===== config.mk =====
export PLATFORM = sky130hd
export DESIGN_NAME = pip_reg_stage
export DESIGN_NICKNAME = d
export VERILOG_FILES = /design/src/rtl/pip_reg_stage.sv
export SDC_FILE = /design/constraint.sdc
export NUM_CORES = 1
export LEC_CHECK = 0
export CORE_MARGIN = 2
export CORE_UTILIZATION = 35
export DETAILED_ROUTE_END_ITERATION = 10
export SETUP_SLACK_MARGIN = 0.5
export SLEW_MARGIN = 30
export SYNTH_ARGS = -nofsm -noshare
export SYNTH_HDL_FRONTEND = slang
export SYNTH_SLANG_ARGS = --single-unit

===== constraint.sdc =====
create_clock -name clk_i -period 4.65 [get_ports clk_i]
set_input_delay 0.465 -clock clk_i [delete_from_list [all_inputs] [get_ports clk_i]]
set_output_delay 0.465 -clock clk_i [all_outputs]
set_load 0.005 [all_outputs]

===== src/rtl/pip_reg_stage.sv =====
// pip_reg_stage: valid/ready pipeline register with optional two-entry skid buffer, flush and stall counter.
module pip_reg_stage #(
  parameter int DATA_WIDTH = 32,
  parameter int CTRL_WIDTH = 12,
  parameter int SKID_EN    = 1,
  parameter int CNT_WIDTH  = 16
) (
  input  logic                  clk_i,
  input  logic                  rst_ni,
  input  logic                  flush_i,
  input  logic                  valid_i,
  output logic                  ready_o,
  input  logic [DATA_WIDTH-1:0] data_i,
  input  logic [CTRL_WIDTH-1:0] ctrl_i,
  output logic                  valid_o,
  input  logic                  ready_i,
  output logic [DATA_WIDTH-1:0] data_o,
  output logic [CTRL_WIDTH-1:0] ctrl_o,
  output logic [CNT_WIDTH-1:0]  stall_cnt_o
);
  typedef enum logic [1:0] {EMPTY, ONE, TWO} state_e;
  state_e                state_q, state_d;
  logic [DATA_WIDTH-1:0] main_data_q, main_data_d, skid_data_q, skid_data_d;
  logic [CTRL_WIDTH-1:0] main_ctrl_q, main_ctrl_d, skid_ctrl_q, skid_ctrl_d;
  logic                  ready_q, ready_d;
  logic [CNT_WIDTH-1:0]  cnt_q, cnt_d;
  logic                  in_beat, out_beat;

  assign valid_o     = state_q != EMPTY;
  // skid mode breaks the ready_i -> ready_o path by registering ready
  assign ready_o     = (SKID_EN != 0) ? ready_q : (!valid_o || ready_i);
  assign data_o      = main_data_q;
  assign ctrl_o      = valid_o ? main_ctrl_q : '0;
  assign stall_cnt_o = cnt_q;
  assign in_beat     = valid_i && ready_o && !flush_i;
  assign out_beat    = valid_o && ready_i;

  always_comb begin
    state_d     = state_q;
    main_data_d = main_data_q;
    main_ctrl_d = main_ctrl_q;
    skid_data_d = skid_data_q;
    skid_ctrl_d = skid_ctrl_q;
    if (flush_i) begin
      state_d     = EMPTY;
      main_data_d = '0;
      main_ctrl_d = '0;
      skid_data_d = '0;
      skid_ctrl_d = '0;
    end else if (SKID_EN == 0) begin
      if (in_beat) begin
        state_d     = ONE;
        main_data_d = data_i;
        main_ctrl_d = ctrl_i;
      end else if (out_beat) begin
        state_d = EMPTY;
      end
    end else begin
      case (state_q)
        EMPTY: if (in_beat) begin
          state_d     = ONE;
          main_data_d = data_i;
          main_ctrl_d = ctrl_i;
        end
        ONE: if (in_beat && out_beat) begin
          main_data_d = data_i;
          main_ctrl_d = ctrl_i;
        end else if (in_beat) begin
          state_d     = TWO;
          skid_data_d = data_i;
          skid_ctrl_d = ctrl_i;
        end else if (out_beat) begin
          state_d = EMPTY;
        end
        TWO: if (out_beat) begin
          state_d     = ONE;
          main_data_d = skid_data_q;
          main_ctrl_d = skid_ctrl_q;
          skid_data_d = '0;
          skid_ctrl_d = '0;
        end
        default: state_d = EMPTY;
      endcase
    end
    ready_d = state_d != TWO;
    cnt_d   = (!flush_i && valid_o && !ready_i && cnt_q != '1) ? cnt_q + 1'b1 : cnt_q;
  end

  always_ff @(posedge clk_i) begin
    if (!rst_ni) begin
      state_q     <= EMPTY;
      main_data_q <= '0;
      main_ctrl_q <= '0;
      skid_data_q <= '0;
      skid_ctrl_q <= '0;
      ready_q     <= 1'b1;
      cnt_q       <= '0;
    end else begin
      state_q     <= state_d;
      main_data_q <= main_data_d;
      main_ctrl_q <= main_ctrl_d;
      skid_data_q <= skid_data_d;
      skid_ctrl_q <= skid_ctrl_d;
      ready_q     <= ready_d;
      cnt_q       <= cnt_d;
    end
  end
endmodule


# [Word-level counts from Yosys, hierarchy flattened]
# Cells that the tools add are included.
[word_totals] word_cells=56 ff_bits=107 out_inout_bits=62 inputBits=49
[classes] n_eq_ne=9 addsub=1 bitwise_logic=1 n_reduce_logical=16 mux=22
[op_table] cell="two-way mux 32 bit" n=5
[op_table] cell="one-hot mux 32 bit (3 select lines)" n=1
[op_table] cell="two-way mux 12 bit" n=6
[op_table] cell="one-hot mux 32 bit (2 select lines)" n=1
[op_table] cell="one-hot mux 12 bit (3 select lines)" n=1
[op_table] cell="one-hot mux 12 bit (2 select lines)" n=1
[op_table] cell="adder 16 x 1 -> 16 bit (second input constant)" n=1
[op_table] cell="inequality test 16 bit (second input constant)" n=1
[op_table] cell="two-way mux 2 bit" n=6
[op_table] cell="inequality test 2 bit (second input constant)" n=6
[op_table] cell="AND reduction 4 bit" n=2
[op_table] cell="logical AND 1 bit" n=7
[op_table] cell="one-hot mux 2 bit (3 select lines)" n=1
[op_table] cell="nonzero test 2 bit" n=2
[op_table] cell="nonzero test 3 bit" n=1
[op_table] cell="== test 2 x 1 -> 1 bit (second input constant)" n=1
[op_table] cell="== test 2 bit (second input constant)" n=1
[op_table] cell="zero test 1 bit" n=2
[op_table] cell="zero test 2 bit" n=1
[op_table] cell="OR reduction 2 bit" n=1
[op_table] cell="inverter 1 bit" n=1

# [Logic depth before layout (Yosys ltp)]
# Gate-level depths: netlist of run 1.
[depth] word_depth=8 mapped_depth=8 ltp_nobuf=5

# [Least setup slack after synthesis of run 1]
# Ideal clock, no wire load.
[synth_path] kind="register to register" from="register cnt_q[0], in the netlist stall_cnt_o[0]" to="register cnt_q[6], in the netlist stall_cnt_o[6]" arrival_ps=1785 path_stages_with_launch=6 slack_ps=2795 n_path_buf=0 period_less_slack_ps=1855 required_ps=4580 path_cell_list="dfxtp_1 ha_1 nand4_1 or3_1 or4_1 a21oi_1"
[synth_between] elab_chain_cells=2 word_cells_on_any_way=3 classes_between="1 x add/sub; 1 x eq/ne; 1 x reduce/logical"
[synth_lines] element="start: declaration" line_no="26" source="logic [CNT_WIDTH-1:0] cnt_q, cnt_d;"
[synth_lines] element="start signal: assignment" line_no="105" source="cnt_q <= cnt_d;"
[synth_lines] element="branches (longest 2 deep; another with adder 16 x 1 -> 16 bit)"
# Several ways; the timed one is not identified.
# A chain may end at the register's enable or synchronous reset.

# [Final worst setup path of run 1]
[layout_path] from="input flush_i" to="register main_data_q[14], in the netlist data_o[14]"
[layout_between] elab_chain_cells=5 word_cells_on_any_way=7 classes_between="2 x eq/ne; 5 x reduce/logical"
[layout_lines] element="start: declaration" line_no="10" source="input logic flush_i,"
[layout_lines] element="zero test 1 bit" line_no="35" source="assign in_beat = valid_i && ready_o && !flush_i;"
[layout_lines] element="logical AND 1 bit" line_no="35"
[layout_lines] element="logical AND 1 bit" line_no="65" source="ONE: if (in_beat && out_beat) begin"
[layout_lines] element="inequality test 2 bit (no line)"
[layout_lines] element="AND reduction 4 bit (no line)"
[layout_lines] element="end signal: assignment" line_no="100" source="main_data_q <= main_data_d;"
[layout_lines] element="end: declaration" line_no="23" source="logic [DATA_WIDTH-1:0] main_data_q, main_data_d, skid_data_q, skid_data_d;"
# Several ways; a longest one is shown, not always the timed one.

==> flow_metrics.env, run 1 <==
export IMPL_outcome="finished clean"
export IMPL_synth_avg_cell_area_sq_um=9.35
export IMPL_cp_slowest_cell="and2_2"
export IMPL_hold_path_class="reg2reg"
export IMPL_setup_tns_ns=0
export IMPL_synthDistinctLibCells=38
export IMPL_fin_nets=615
export IMPL_synth_common_cells="dfxtp_1, a21oi_1, mux2i_1, nor2_1, a211oi_1"
export IMPL_setup_violations=0
export IMPL_slew_headroom=0.391
export IMPL_cts_max_level=3
export IMPL_finalMaxSlewViolations=0
export IMPL_drc=0
export IMPL_peakVddDrop_mv=0.193
export IMPL_arrival_ns=2.89
export IMPL_port_buffers=110
export IMPL_place_gp_congestion=0.862
export IMPL_die_y_um=118
export IMPL_core_area_sq_mm=0.0126
export IMPL_ant_nets=0
export IMPL_multi_input_area_sq_mm=0.00219
export IMPL_diodes=0
export IMPL_worst_pin_slew_ns=0.913
export IMPL_drtPass1Iterations=5
export IMPL_cp_required_ns=4.83
export IMPL_hold_buffers=0
export IMPL_cap_violations=0
export IMPL_syn_cell_area_sq_mm=0.00451
export IMPL_synth_nets=533
export IMPL_grt_usage=0.173
export IMPL_synth_top_cell_by_area="dfxtp_1"
export IMPL_yosys_warnings=0
export IMPL_path_clk_slew_ns=0.07
export IMPL_synth_top_area_share=0.475
export IMPL_num_io_pins=111
export IMPL_grt_setup_unrepaired="no"
export IMPL_leakage_nw=2.33
export IMPL_end_kind="flop"
export IMPL_worst_path_max_fanout=47
export IMPL_max_freq_mhz=369
export IMPL_layout_drive_gt1_share=0.0561
export IMPL_fillers=1197
export IMPL_first_global_vias=3840
export IMPL_cts_sinks=107
export IMPL_hold_viol=0
export IMPL_post_route_period_util=0.583
export IMPL_synth_edff_count=0
export IMPL_cts_root_buf="clkbuf_16"
export IMPL_clk_latency_ns=0.35
export IMPL_yosysMostFrequentCell="dfxtp_1"
export IMPL_grt_pass1_wl_mm=19.5
export IMPL_wl_mm=12.2
export IMPL_synth_area_leaders="dfxtp_1, mux2i_1, a211oi_1"
export IMPL_post_route_min_period_ns=2.71
export IMPL_gr_total_overflow=0
export IMPL_hpwlAfterDp_mm=7.74
export IMPL_cts_buffers=9
export IMPL_slowest_delay_ns=0.86
export IMPL_finClkSkew_ns=0.00599
export IMPL_cts_tree="yes"
export IMPL_grt_antenna_before_repair=1
export IMPL_cts_max_path_buffers=2
export IMPL_async_reset_ff_frac=0
export IMPL_synthCells=483
export IMPL_dieArea_sq_mm=0.0138
export IMPL_synthToLayoutAreaGrowth_pct=35.6
export IMPL_synth_main_ff_cell="dfxtp_1"
export IMPL_cts_setup_buffers=0
export IMPL_power_density_mw_per_mm2=321
export IMPL_ys_ff_latch=107
export IMPL_wl_per_cell_um=16.5
export IMPL_critPathKind="in2reg"
export IMPL_ff_latch_area_sq_mm=0.00214
export IMPL_initial_core_util=0.358
export IMPL_die_w_um=118
export IMPL_num_rows=41
export IMPL_first_iter_violations=309
export IMPL_via_per_inst=5.46
export IMPL_crit_chain="clkdlybuf4s50_1 > and3b_1 > or2_2 > buf_4 > and2_2 > a211oi_1"
export IMPL_cts_resized=0
export IMPL_grt_max_degree=91
export IMPL_synth_seq_area_share=0.475
export IMPL_vias=4053
export IMPL_start_kind="primary input"
export IMPL_p_total_mw=1.96
routing by layer:
| metal | wire length (um) | GRT usage | share of wire |
|---|---|---|---|
| met5 | 13 | 0 | 0.0011 |
| met4 | 118 | 0.0520 | 0.0096 |
| met3 | 815 | 0.0455 | 0.067 |
| met2 | 5830 | 0.284 | 0.48 |
| met1 | 5460 | 0.223 | 0.45 |
final cells by class:
class                           instances  area share
Multi-Input combinational cell        322       0.358
Sequential cell                       107       0.350
Timing Repair Buffer                  116       0.196
Clock buffer                            9      0.0368
Tap cell                              172      0.0352
Clock inverter                          7      0.0190
Inverter                                9     0.00552
cells in the final DEF (no fill, tap or decap), drive strengths merged, types with 4 or more instances in the layout:
cell             n
nand2            9
a21oi           53
buf              6
and3             4
nor2            47
clkdlybuf4s50  110
inv              9
nand4            5
o31ai            7
and2            15
or4              6
a22oi           44
mux2i           47
nor4             6
dfxtp          107
nand3            5
clkbuf           9
nand2b           4
or3              4
a211oi          45
stage by stage:
step	hold WS, ns	std cells	util	area (sq um)	setup WS, ns
floorplan	0.465	483	-	4510	2.79
global placement	0.477	723	0.451	5690	1.66
detailed placement	0.481	725	0.456	5760	1.59
CTS	0.502	741	0.483	6100	1.96
global route	0.523	742	0.485	6120	1.79
finish	0.499	742	0.485	6120	1.94
cell families (layout without fill, tap and decap cells):
group | after synthesis | after routing | synth area share
adder cells (fa/ha/maj) | 2 | 2 | 0.00499
flip-flops | 107 | 107 | 0.475
multiplexers | 47 | 47 | 0.104
buffers and inverters | 54 | 141 | 0.0485
XOR/XNOR | 1 | 1 | 0.00194
AO/OA/AOI/OAI | 159 | 159 | 0.237
AND/OR/NAND/NOR | 113 | 113 | 0.129
critical path: cells and delay by family:
family                 cells  cell delay (ns)
buffers and inverters      2             0.87
AND/OR/NAND/NOR            3             1.36
AO/OA/AOI/OAI              1             0.16
registers in the layout (all words and copies together) (netlist names):
register     cells
data_o          32
main_ctrl_q     12
ready_o          1
skid_ctrl_q     12
skid_data_q     32
stall_cnt_o     16
state_q          2
path summary, 6_finish.rpt:
kind                                                    from                            to  slack, ns  depth (start not counted)
worst max-delay path                                 flush_i       data_o[14]$_SDFFE_PP0P_       1.94                          6
worst min register to register  skid_data_q[12]$_SDFFE_PP0P_  skid_data_q[12]$_SDFFE_PP0P_       0.50                          2
worst max register to register            ready_o$_SDFF_PN1_       data_o[14]$_SDFFE_PP0P_       2.23                          5
worst min-delay path            skid_data_q[12]$_SDFFE_PP0P_  skid_data_q[12]$_SDFFE_PP0P_       0.50                          2
where the power goes:
part / internal [mW] / total [mW] / switching (mW)
Combinational: 0.0809 / 0.154 / 0.0726
Sequential: 0.930 / 0.939 / 0.00922
Clock: 0.525 / 0.869 / 0.343
No activity file was read; power rests on OpenSTA's default activity.
==> run 2, diff against run 1 <==
clock period = 2.2 ns   (was 4.65 ns; I/O delays follow)
==> run 2 against run 1 <==
Flip-flop and latch count stayed put. Global-route usage is 1.8 points higher. Sequential power is 110% higher. Clock skew hardly changed. Wire length is 12% higher. First-iteration DRC count is 11% lower.
==> flow_metrics.env, run 2 (synthesized netlist as in run 1, its figures left out) <==
export IMPL_grt_setup_unrepaired="yes"
export IMPL_worst_path_max_fanout=3
export IMPL_outcome="finished clean"
export IMPL_num_io_pins=111
export IMPL_setup_violations=0
export IMPL_peakVddDrop_mv=0.409
export IMPL_cap_violations=0
export IMPL_cts_tree="yes"
export IMPL_port_buffers=110
export IMPL_hpwlAfterDp_mm=8.12
export IMPL_hold_viol=0
export IMPL_cp_startpoint="stall_cnt_o[1]$_SDFFE_PN0P_"
export IMPL_clk_latency_ns=0.35
export IMPL_post_route_period_util=0.810
export IMPL_cp_required_ns=2.48
export IMPL_finalMaxSlewViolations=0
export IMPL_end_kind="flop"
export IMPL_first_iter_violations=274
export IMPL_r2r_cells=5
export IMPL_gr_total_overflow=0
export IMPL_place_gp_congestion=0.846
export IMPL_grt_antenna_before_repair=0
export IMPL_via_per_inst=5.42
export IMPL_hold_path_class="reg2reg"
export IMPL_critPathKind="reg2reg"
export IMPL_wl_per_cell_um=17.7
export IMPL_crit_cells=5
export IMPL_cp_slowest_cell="or4_4"
export IMPL_setup_tns_ns=0
export IMPL_finClkSkew_ns=0.00595
export IMPL_critPathBufInv=0
export IMPL_cts_root_buf="clkbuf_16"
export IMPL_crit_reg2reg_capture="stall_cnt_o[6]$_SDFFE_PN0P_"
export IMPL_stdcell_area_sq_mm=0.00661
export IMPL_cts_max_path_buffers=2
export IMPL_num_rows=41
export IMPL_slew_headroom=0.623
export IMPL_arrival_ns=2.06
export IMPL_drtPass1Iterations=4
export IMPL_worst_pin_slew_ns=0.566
export IMPL_start_kind="flop"
export IMPL_crit_chain="ha_4 > nand4_1 > or3_4 > or4_4 > a21oi_2"
export IMPL_dieArea_sq_mm=0.0138
export IMPL_p_total_mw=3.99
export IMPL_wl_mm=13.7
export IMPL_die_y_um=118
export IMPL_final_cell_mix="dfxtp_1, clkdlybuf4s50_1, a21oi_1"
export IMPL_max_freq_mhz=561
export IMPL_grt_pass1_wl_mm=21.5
export IMPL_layout_drive_gt1_share=0.193
export IMPL_leakage_nw=2.57
export IMPL_hold_slack_ns=0.496
export IMPL_initial_core_util=0.358
export IMPL_synthToLayoutAreaGrowth_pct=46.5
export IMPL_grt_max_degree=47
export IMPL_final_common_cell="dfxtp_1"
export IMPL_vias=4192
export IMPL_ant_nets=0
export IMPL_core_area_sq_mm=0.0126
export IMPL_cts_buffers=9
export IMPL_grt_usage=0.190
export IMPL_path_clk_slew_ns=0.07
export IMPL_hold_buffers=0
export IMPL_drc=0
export IMPL_cts_max_level=3
export IMPL_fin_nets=647
export IMPL_critical_path_top_delay_family="simple AND/OR/NAND/NOR gates"
export IMPL_slowest_delay_ns=0.49
export IMPL_cts_sinks=107
export IMPL_power_density_mw_per_mm2=603
export IMPL_post_route_min_period_ns=1.78
export IMPL_diodes=0
export IMPL_place_area_sq_mm=0.00589
export IMPL_r2r_slack_ns=0.42
export IMPL_crit_end="stall_cnt_o[6]$_SDFFE_PN0P_"
export IMPL_first_global_vias=4145
export IMPL_timing_rr_start="stall_cnt_o[1]$_SDFFE_PN0P_"
export IMPL_die_w_um=118
-- run 2: changes by cell type in the layout (fill, tap and decap cells not counted), moves of 6 or more --
cell / previous run / this run
a211oi_1: 45 / 25
a211oi_2: 0 / 20
buf_4: 3 / 25
buf_6: 0 / 6
clkdlybuf4s15_1: 0 / 8
clkdlybuf4s50_1: 110 / 97
dfxtp_1: 107 / 98
dfxtp_4: 0 / 7
-- run 2: through the flow --
stage               setup WS (ns)  instances   util
floorplan                   0.434        483      -
global placement            0.126        739  0.467
detailed placement         0.0449        739  0.467
CTS                         0.384        766  0.499
global route                0.363        774  0.524
finish                      0.418        774  0.524
-- run 2: layout make-up --
cell class / count / area [sq um]
Fill cell: 1185 / 6010
Multi-Input combinational cell: 322 / 2400
Sequential cell: 107 / 2170
Timing Repair Buffer: 148 / 1500
Clock buffer: 11 / 243
Tap cell: 172 / 215
Clock inverter: 5 / 52.6
Inverter: 9 / 36.3
-- run 2: per-layer routing --
metal	routed length [um]	track usage	vias up
li1	-	-	2020
met5	0	0	-
met4	141	0.0505	0
met2	6610	0.306	97
met1	6210	0.246	2064
met3	704	0.0625	11
-- run 2: tightest hold or removal path: stages (launching register included) --
cell	delay [ns]
dfxtp_1	0.33
a22oi_1	0.06
nor2_1	0.08
-- run 2: worst min-delay path by stage --
stage | start | endpoint | slack, ns | cells after the start
finish | skid_data_q[31]$_SDFFE_PP0P_ | skid_data_q[31]$_SDFFE_PP0P_ | 0.50 | 2
global route | skid_ctrl_q[11]$_SDFFE_PP0P_ | skid_ctrl_q[11]$_SDFFE_PP0P_ | 0.52 | 2
CTS | stall_cnt_o[7]$_SDFFE_PN0P_ | stall_cnt_o[7]$_SDFFE_PN0P_ | 0.50 | 2
detailed placement | skid_ctrl_q[10]$_SDFFE_PP0P_ | skid_ctrl_q[10]$_SDFFE_PP0P_ | 0.48 | 2
global placement | skid_data_q[5]$_SDFFE_PP0P_ | skid_data_q[5]$_SDFFE_PP0P_ | 0.48 | 2
floorplan | ready_i | ready_o$_SDFF_PN1_ | 0.34 | 2
-- run 2: power by group --
| part | internal (mW) | switching [mW] |
|---|---|---|
| Clock | 0.909 | 0.726 |
| Sequential | 1.96 | 0.0174 |
| Combinational | 0.196 | 0.180 |
| Total | 3.06 | 0.924 |
-- run 2: timing repair --
item	4_1_cts	5_1_grt
gates cloned	2	3
setup buffers	9	5
setup endpoints to repair	30	101
gates resized for setup	33	70
pin swaps	3	10
